[config.mk]
export PLATFORM = sky130hd
export DESIGN_NAME = div_request_sequencer
export DESIGN_NICKNAME = d
export VERILOG_FILES = /design/src/rtl/div_request_sequencer.sv
export SDC_FILE = /design/constraint.sdc
export NUM_CORES = 1
export LEC_CHECK = 0
export CELL_PAD_IN_SITES_DETAIL_PLACEMENT = 0
export CELL_PAD_IN_SITES_GLOBAL_PLACEMENT = 1
export CORE_MARGIN = 1
export CORE_UTILIZATION = 25
export DETAILED_ROUTE_END_ITERATION = 10
export HOLD_SLACK_MARGIN = 0.15
export PLACE_DENSITY = 0.63
export SYNTH_ARGS = -nofsm -noshare
export SYNTH_HDL_FRONTEND = slang
export SYNTH_SLANG_ARGS = --single-unit
[constraint.sdc]
create_clock -name clk -period 39.2 [get_ports clk]
set_clock_uncertainty 0.1 [all_clocks]
set_input_delay 7.84 -clock clk [delete_from_list [all_inputs] [get_ports clk]]
set_output_delay 7.84 -clock clk [all_outputs]
set_load 0.01 [all_outputs]
[src/rtl/div_request_sequencer.sv]
// div_request_sequencer
//
// Front-end for binary_divider. Requests ({dividend, divisor, tag}) enter a
// two-entry FIFO. One request at a time is launched into the divider with a
// single-cycle div_en pulse. The quotient is captured on div_done, and the
// result is presented with its tag on a valid/ready output.
// A zero divisor is answered directly without launching the divider.
// A quotient that needs more than 32 bits is flagged in out_err[1].
//
// Optional feature: define DIV_TIMEOUT_EN to abort a launch that waits more
// than TIMEOUT_CYCLES cycles for div_done. The aborted request reports
// out_err = 3'b100 and out_quotient = 0. Without the macro, the sequencer
// waits for div_done indefinitely and out_err[2] is always 0.
//
// Ports
//   clk, reset            clock; synchronous active-high reset
//   in_valid/in_ready     request handshake; in_ready = FIFO not full
//   in_dividend[63:0]     request dividend
//   in_divisor[63:0]      request divisor
//   in_tag[TAG_W-1:0]     request tag
//   div_en                1-cycle divider start pulse
//   g_dividend_Q[63:0]    operand to the divider, stable from div_en to div_done
//   g_divider_Q[63:0]     operand to the divider, stable from div_en to div_done
//   div_quotient[31:0]    divider result, valid while div_done is high
//   div_done              divider completion pulse
//   out_valid/out_ready   result handshake; out_valid is held until out_ready
//   out_quotient[31:0]    result quotient
//   out_tag               result tag
//   out_err[2:0]          {timeout, overflow, divide-by-zero}
//
// State  | meaning
// -------+-------------------------------------------------------------
// IDLE   | waiting for a FIFO entry; pop it and screen for a zero divisor
// LAUNCH | div_en high for this single cycle
// WAIT   | divider busy; wait for div_done (or a timeout when enabled)
// HOLD   | result presented with out_valid=1 until out_ready

module div_request_sequencer #(
  parameter int TAG_W          = 4,
  parameter int TIMEOUT_CYCLES = 128
) (
  input  logic             clk,
  input  logic             reset,
  input  logic             in_valid,
  output logic             in_ready,
  input  logic [63:0]      in_dividend,
  input  logic [63:0]      in_divisor,
  input  logic [TAG_W-1:0] in_tag,
  output logic             div_en,
  output logic [63:0]      g_dividend_Q,
  output logic [63:0]      g_divider_Q,
  input  logic [31:0]      div_quotient,
  input  logic             div_done,
  output logic             out_valid,
  input  logic             out_ready,
  output logic [31:0]      out_quotient,
  output logic [TAG_W-1:0] out_tag,
  output logic [2:0]       out_err
);

  typedef enum logic [1:0] {
    IDLE   = 2'd0,
    LAUNCH = 2'd1,
    WAIT   = 2'd2,
    HOLD   = 2'd3
  } state_t;

  state_t state_q, state_d;

  if (TIMEOUT_CYCLES < 1) begin : g_bad_timeout
    $error("TIMEOUT_CYCLES must be at least 1");
  end

  // ------------------------------------------------------------------
  // Two-entry request FIFO
  // ------------------------------------------------------------------
  logic [63:0]      fifo_dvd [2];
  logic [63:0]      fifo_dvs [2];
  logic [TAG_W-1:0] fifo_tag [2];
  logic             wr_ptr, rd_ptr;
  logic [1:0]       count;
  logic             push, pop;
  logic [63:0]      head_dvd, head_dvs;
  logic [TAG_W-1:0] head_tag;
  logic             head_zero;

  assign in_ready  = (count != 2'd2);
  assign push      = in_valid && in_ready;
  assign pop       = (state_q == IDLE) && (count != 2'd0);
  assign head_dvd  = fifo_dvd[rd_ptr];
  assign head_dvs  = fifo_dvs[rd_ptr];
  assign head_tag  = fifo_tag[rd_ptr];
  assign head_zero = (head_dvs == 64'd0);

  always_ff @(posedge clk) begin
    if (reset) begin
      wr_ptr <= 1'b0;
      rd_ptr <= 1'b0;
      count  <= 2'd0;
    end else begin
      if (push) begin
        fifo_dvd[wr_ptr] <= in_dividend;
        fifo_dvs[wr_ptr] <= in_divisor;
        fifo_tag[wr_ptr] <= in_tag;
        wr_ptr           <= ~wr_ptr;
      end
      if (pop) begin
        rd_ptr <= ~rd_ptr;
      end
      case ({push, pop})
        2'b10:   count <= count + 2'd1;
        2'b01:   count <= count - 2'd1;
        default: count <= count;
      endcase
    end
  end

  // ------------------------------------------------------------------
  // Optional launch timeout: a down-counter loaded in LAUNCH.
  // It expires after TIMEOUT_CYCLES cycles in WAIT.
  // ------------------------------------------------------------------
  logic tmo_hit;

`ifdef DIV_TIMEOUT_EN
  localparam int TMO_W = $clog2(TIMEOUT_CYCLES + 1);
  logic [TMO_W-1:0] tmo_cnt;

  always_ff @(posedge clk) begin
    if (reset) begin
      tmo_cnt <= '0;
    end else if (state_q == LAUNCH) begin
      tmo_cnt <= TMO_W'(TIMEOUT_CYCLES - 1);
    end else if ((state_q == WAIT) && (tmo_cnt != '0)) begin
      tmo_cnt <= tmo_cnt - 1'b1;
    end
  end

  // div_done in the same cycle as expiry takes priority.
  assign tmo_hit = (state_q == WAIT) && !div_done && (tmo_cnt == '0);
`else
  assign tmo_hit = 1'b0;
`endif

  // ------------------------------------------------------------------
  // FSM
  // ------------------------------------------------------------------
  always_ff @(posedge clk) begin
    if (reset) begin
      state_q <= IDLE;
    end else begin
      state_q <= state_d;
    end
  end

  always_comb begin
    state_d = state_q;
    div_en  = 1'b0;
    case (state_q)
      IDLE: begin
        if (count != 2'd0) begin
          state_d = head_zero ? HOLD : LAUNCH;
        end
      end
      LAUNCH: begin
        div_en  = 1'b1;
        state_d = WAIT;
      end
      WAIT: begin
        if (div_done || tmo_hit) begin
          state_d = HOLD;
        end
      end
      HOLD: begin
        if (out_ready) begin
          state_d = IDLE;
        end
      end
      default: state_d = IDLE;
    endcase
  end

  // HOLD is exactly the interval in which a result is presented.
  assign out_valid = (state_q == HOLD);

  // ------------------------------------------------------------------
  // Operand and result registers
  // ------------------------------------------------------------------
  // The quotient fits in 32 bits only if the divisor exceeds dividend[63:32].
  // When divisor[63:32] is non-zero, this always holds.
  logic overflow;
  assign overflow = (g_divider_Q[63:32] == 32'd0) &&
                    (g_dividend_Q[63:32] >= g_divider_Q[31:0]);

  always_ff @(posedge clk) begin
    if (reset) begin
      g_dividend_Q <= '0;
      g_divider_Q  <= '0;
      out_quotient <= '0;
      out_tag      <= '0;
      out_err      <= '0;
    end else begin
      case (state_q)
        IDLE: begin
          if (pop) begin
            out_tag <= head_tag;
            if (head_zero) begin
              out_quotient <= 32'hFFFF_FFFF;
              out_err      <= 3'b001;
            end else begin
              g_dividend_Q <= head_dvd;
              g_divider_Q  <= head_dvs;
            end
          end
        end
        WAIT: begin
          if (div_done) begin
            out_quotient <= div_quotient;
            out_err      <= {1'b0, overflow, 1'b0};
          end else if (tmo_hit) begin
            out_quotient <= 32'd0;
            out_err      <= 3'b100;
          end
        end
        default: ;
      endcase
    end
  end

endmodule

==> flow_summary.json <==
{
  "outcome": "complete, no violations",
  "timing.final.hold_violations": 0,
  "setup.worst_path.class": "flip-flop to output pin",
  "synth_cell_types": 42,
  "pin_count": 339,
  "post_syn_area_per_cell_sq_um": 14.9,
  "finish.net_count": 1677,
  "synth_flop_cell": "edfxtp_1",
  "postLayoutCoreUtil": 0.339,
  "routed_via_density": 4.42,
  "synth_warnings": 0,
  "timing.critical_path.required_ns": 31.26,
  "globalRouteOverflowTotal": 0,
  "r2r_cells": 6,
  "worst_setup_hold_path_clk_slew_ns": 0.06,
  "route.detailed.drc": 0,
  "die_x_um": 263,
  "postSynth.asyncResetShare": 0,
  "buf_inv_stages_crit_path": 1,
  "postRouteWirelength_mm": 47.1,
  "average_wire_length_per_cell_after_detail_routing_um": 19.7,
  "setup-tns-final_ns": 0,
  "leakage_nw": 7.48,
  "setup.worst_path.start_class": "flip-flop",
  "fmaxAchievable_ghz": 0.103,
  "worst-endpoint-arrival_ns": 1.76,
  "synth.ff_latch_count": 437,
  "crit_path_max_incr_delay_ns": 0.65,
  "number_of_enable_flip_flop_cells_after_synthesis": 264,
  "max_cap_violations": 0,
  "critPathTopFamily": "buffers and inverters",
  "first_global_vias": 11100,
  "crit_path_max_fanout": 3,
  "std_cell_rows": 95,
  "finalWeightedCongestion": 0.740,
  "dp.final_hpwl_mm": 32.0,
  "maximum_number_of_pins_on_one_net_before_global_route_repair": 133,
  "first_iter_violations": 553,
  "syn-cell-area_sq_um": 17100,
  "filler_cell_count": 6518,
  "area_growth_pct": 33.9,
  "tritonroute_pass_1_iters": 4,
  "detailroute.via_count": 10600,
  "drtAntennaViolNets": 0,
  "maximum_number_of_buffers_from_clock_root_to_sink": 3,
  "timing.critical_path.cells": "clkdlybuf4s50_1",
  "overall_die_height_um": 263,
  "slew_headroom": 0.126,
  "h-tree-depth": 2,
  "setup_viol_count_final": 0,
  "holdPathStages": 1,
  "worst-slew-pin-transition_ns": 1.31,
  "clk_latency_ns": 0.58,
  "cts.repair_timing.setup_buffer_count": 0,
  "final.min_clock_period_ns": 9.70,
  "setup_repair_after_global_routing_missed_its_margin": "no",
  "clock_tree_from_tritoncts": "built",
  "synthCells": 1144,
  "start_util": 0.253,
  "grt_pass1_wl_mm": 70.1,
  "synth_seq_area_share": 0.668,
  "cts_num_sinks": 437,
  "ctsHoldBuffers": 0,
  "cpMaxStageDelayCell": "clkdlybuf4s50_1",
  "power_per_cell_area_nw_per_um2": 76.0,
  "post_cts_resize_count": 0,
  "timing.critical_path.to_type": "output pin",
  "port_buffers": 337,
  "finalCritPeriodShare": 0.247,
  "synth.net_count": 1350,
  "worst_hold_path_type": "flip-flop to flip-flop",
  "critical_path_depth": 1,
  "numCtsBuffers": 50,
  "grt_antenna_before_repair": 14,
  "core-area_sq_um": 67300,
  "layout-drive-gt1-share": 0.161,
  "die_area_sq_um": 69300,
  "power.ir.vdd_worst_v": 0.0000345,
  "grt_usage": 0.134,
  "master_cell_of_the_clock_root_buffer": "clkbuf_16",
  "slew_viol_final": 0
}
## kinds of logic (layout without fill, tap and decap cells)
group,Yosys count,in the layout,synth area share
AND/OR/NAND/NOR,221,221,0.0591
XOR/XNOR,4,4,0.00205
other,1,5,0.000220
multiplexers,134,134,0.0787
AO/OA/AOI/OAI,201,201,0.129
buffers and inverters,109,477,0.0360
adder cells (fa/ha/maj),37,37,0.0271
flip-flops,437,437,0.668
## power by group
| part | internal, mW | switching, mW |
|---|---|---|
| clock network | 0.279 | 0.188 |
| logic | 0.288 | 0.314 |
| registers | 0.589 | 0.0784 |
## state kept, by name, summed over array words and instances (netlist names), 2 cells and up, named ones only
| signal | count |
|---|---|
| fifo_dvd | 128 |
| fifo_dvs | 128 |
| g_dividend_Q | 64 |
| g_divider_Q | 64 |
| out_quotient | 32 |
| fifo_tag | 8 |
| out_tag | 4 |
| count | 2 |
| out_err | 2 |
| state_q | 2 |
## cell usage after synthesis, types with 4 or more instances
| master | instances | area [sq um] |
|---|---|---|
| nor4_1 | 42 | 263 |
| buf_4 | 13 | 97.6 |
| a21oi_1 | 10 | 50.1 |
| nand4_1 | 16 | 100 |
| o21ai_0 | 8 | 40.0 |
| a211oi_2 | 120 | 1500 |
| o221a_1 | 4 | 45.0 |
| mux2i_1 | 134 | 1340 |
| dfxtp_1 | 173 | 3460 |
| buf_2 | 7 | 35.0 |
| buf_6 | 18 | 203 |
| a211oi_1 | 14 | 105 |
| nor2_1 | 144 | 541 |
| clkbuf_1 | 29 | 109 |
| o221a_2 | 28 | 315 |
| inv_1 | 36 | 135 |
| a21o_1 | 9 | 67.6 |
| nand2_1 | 4 | 15.0 |
| buf_1 | 4 | 15.0 |
| ha_1 | 37 | 463 |
| edfxtp_1 | 264 | 7930 |
## per-stage QoR
step | instances | hold slack (ns) | setup slack (ns) | total power, mW | cell area, sq um
finish | 2389 | 0.405 | 29.50 | 1.74 | 22800
global route | 2386 | 0.425 | 29.35 | 1.84 | 22800
CTS | 2385 | 0.405 | 29.38 | 1.77 | 22800
detailed placement | 2292 | 0.392 | 28.98 | 1.29 | 21200
global placement | 2292 | 0.379 | 28.99 | 1.28 | 21200
floorplan | 1144 | 0.372 | 20.46 | 1.05 | 17100
## layer usage
layer	wire [um]	GRT usage	share of wire
met4	995	0.0389	0.021
met5	89	0	0.0019
met3	3240	0.0420	0.069
met1	20100	0.164	0.43
met2	22700	0.225	0.48
## cell usage in the layout, fill, tap and decap left out, types with 28 or more instances in the layout
cell type	netlist	routed
nor4_1	42	42
inv_1	36	36
ha_1	37	37
nor2_1	144	144
a211oi_2	120	120
edfxtp_1	264	264
clkbuf_16	0	52
clkdlybuf4s50_1	0	336
dfxtp_1	173	171
mux2i_1	134	134
o221a_2	28	28
## final cells by class
type                       instances  area, sq um  area share
clock inverter                    16          143     0.00625
clock buffer                      77         1520      0.0664
inverter                          37          139     0.00608
tap                              873         1090      0.0478
sequential                       437        11400       0.499
antenna                            4         10.0    0.000438
multi-input combinational        598         5060       0.222
timing repair buffer             347         3480       0.152
## final timing paths
path | start | to | slack (ns)
worst max-delay path | g_divider_Q[23] | g_divider_Q[23] | 29.50
worst min-delay path | out_err[0] | out_err[0] | 0.40
worst max register to register | flip-flop | g_dividend_Q[17] | 34.92
worst min register to register | out_err[0] | out_err[0] | 0.40
Note: power is estimated with default switching activity, not from simulation.
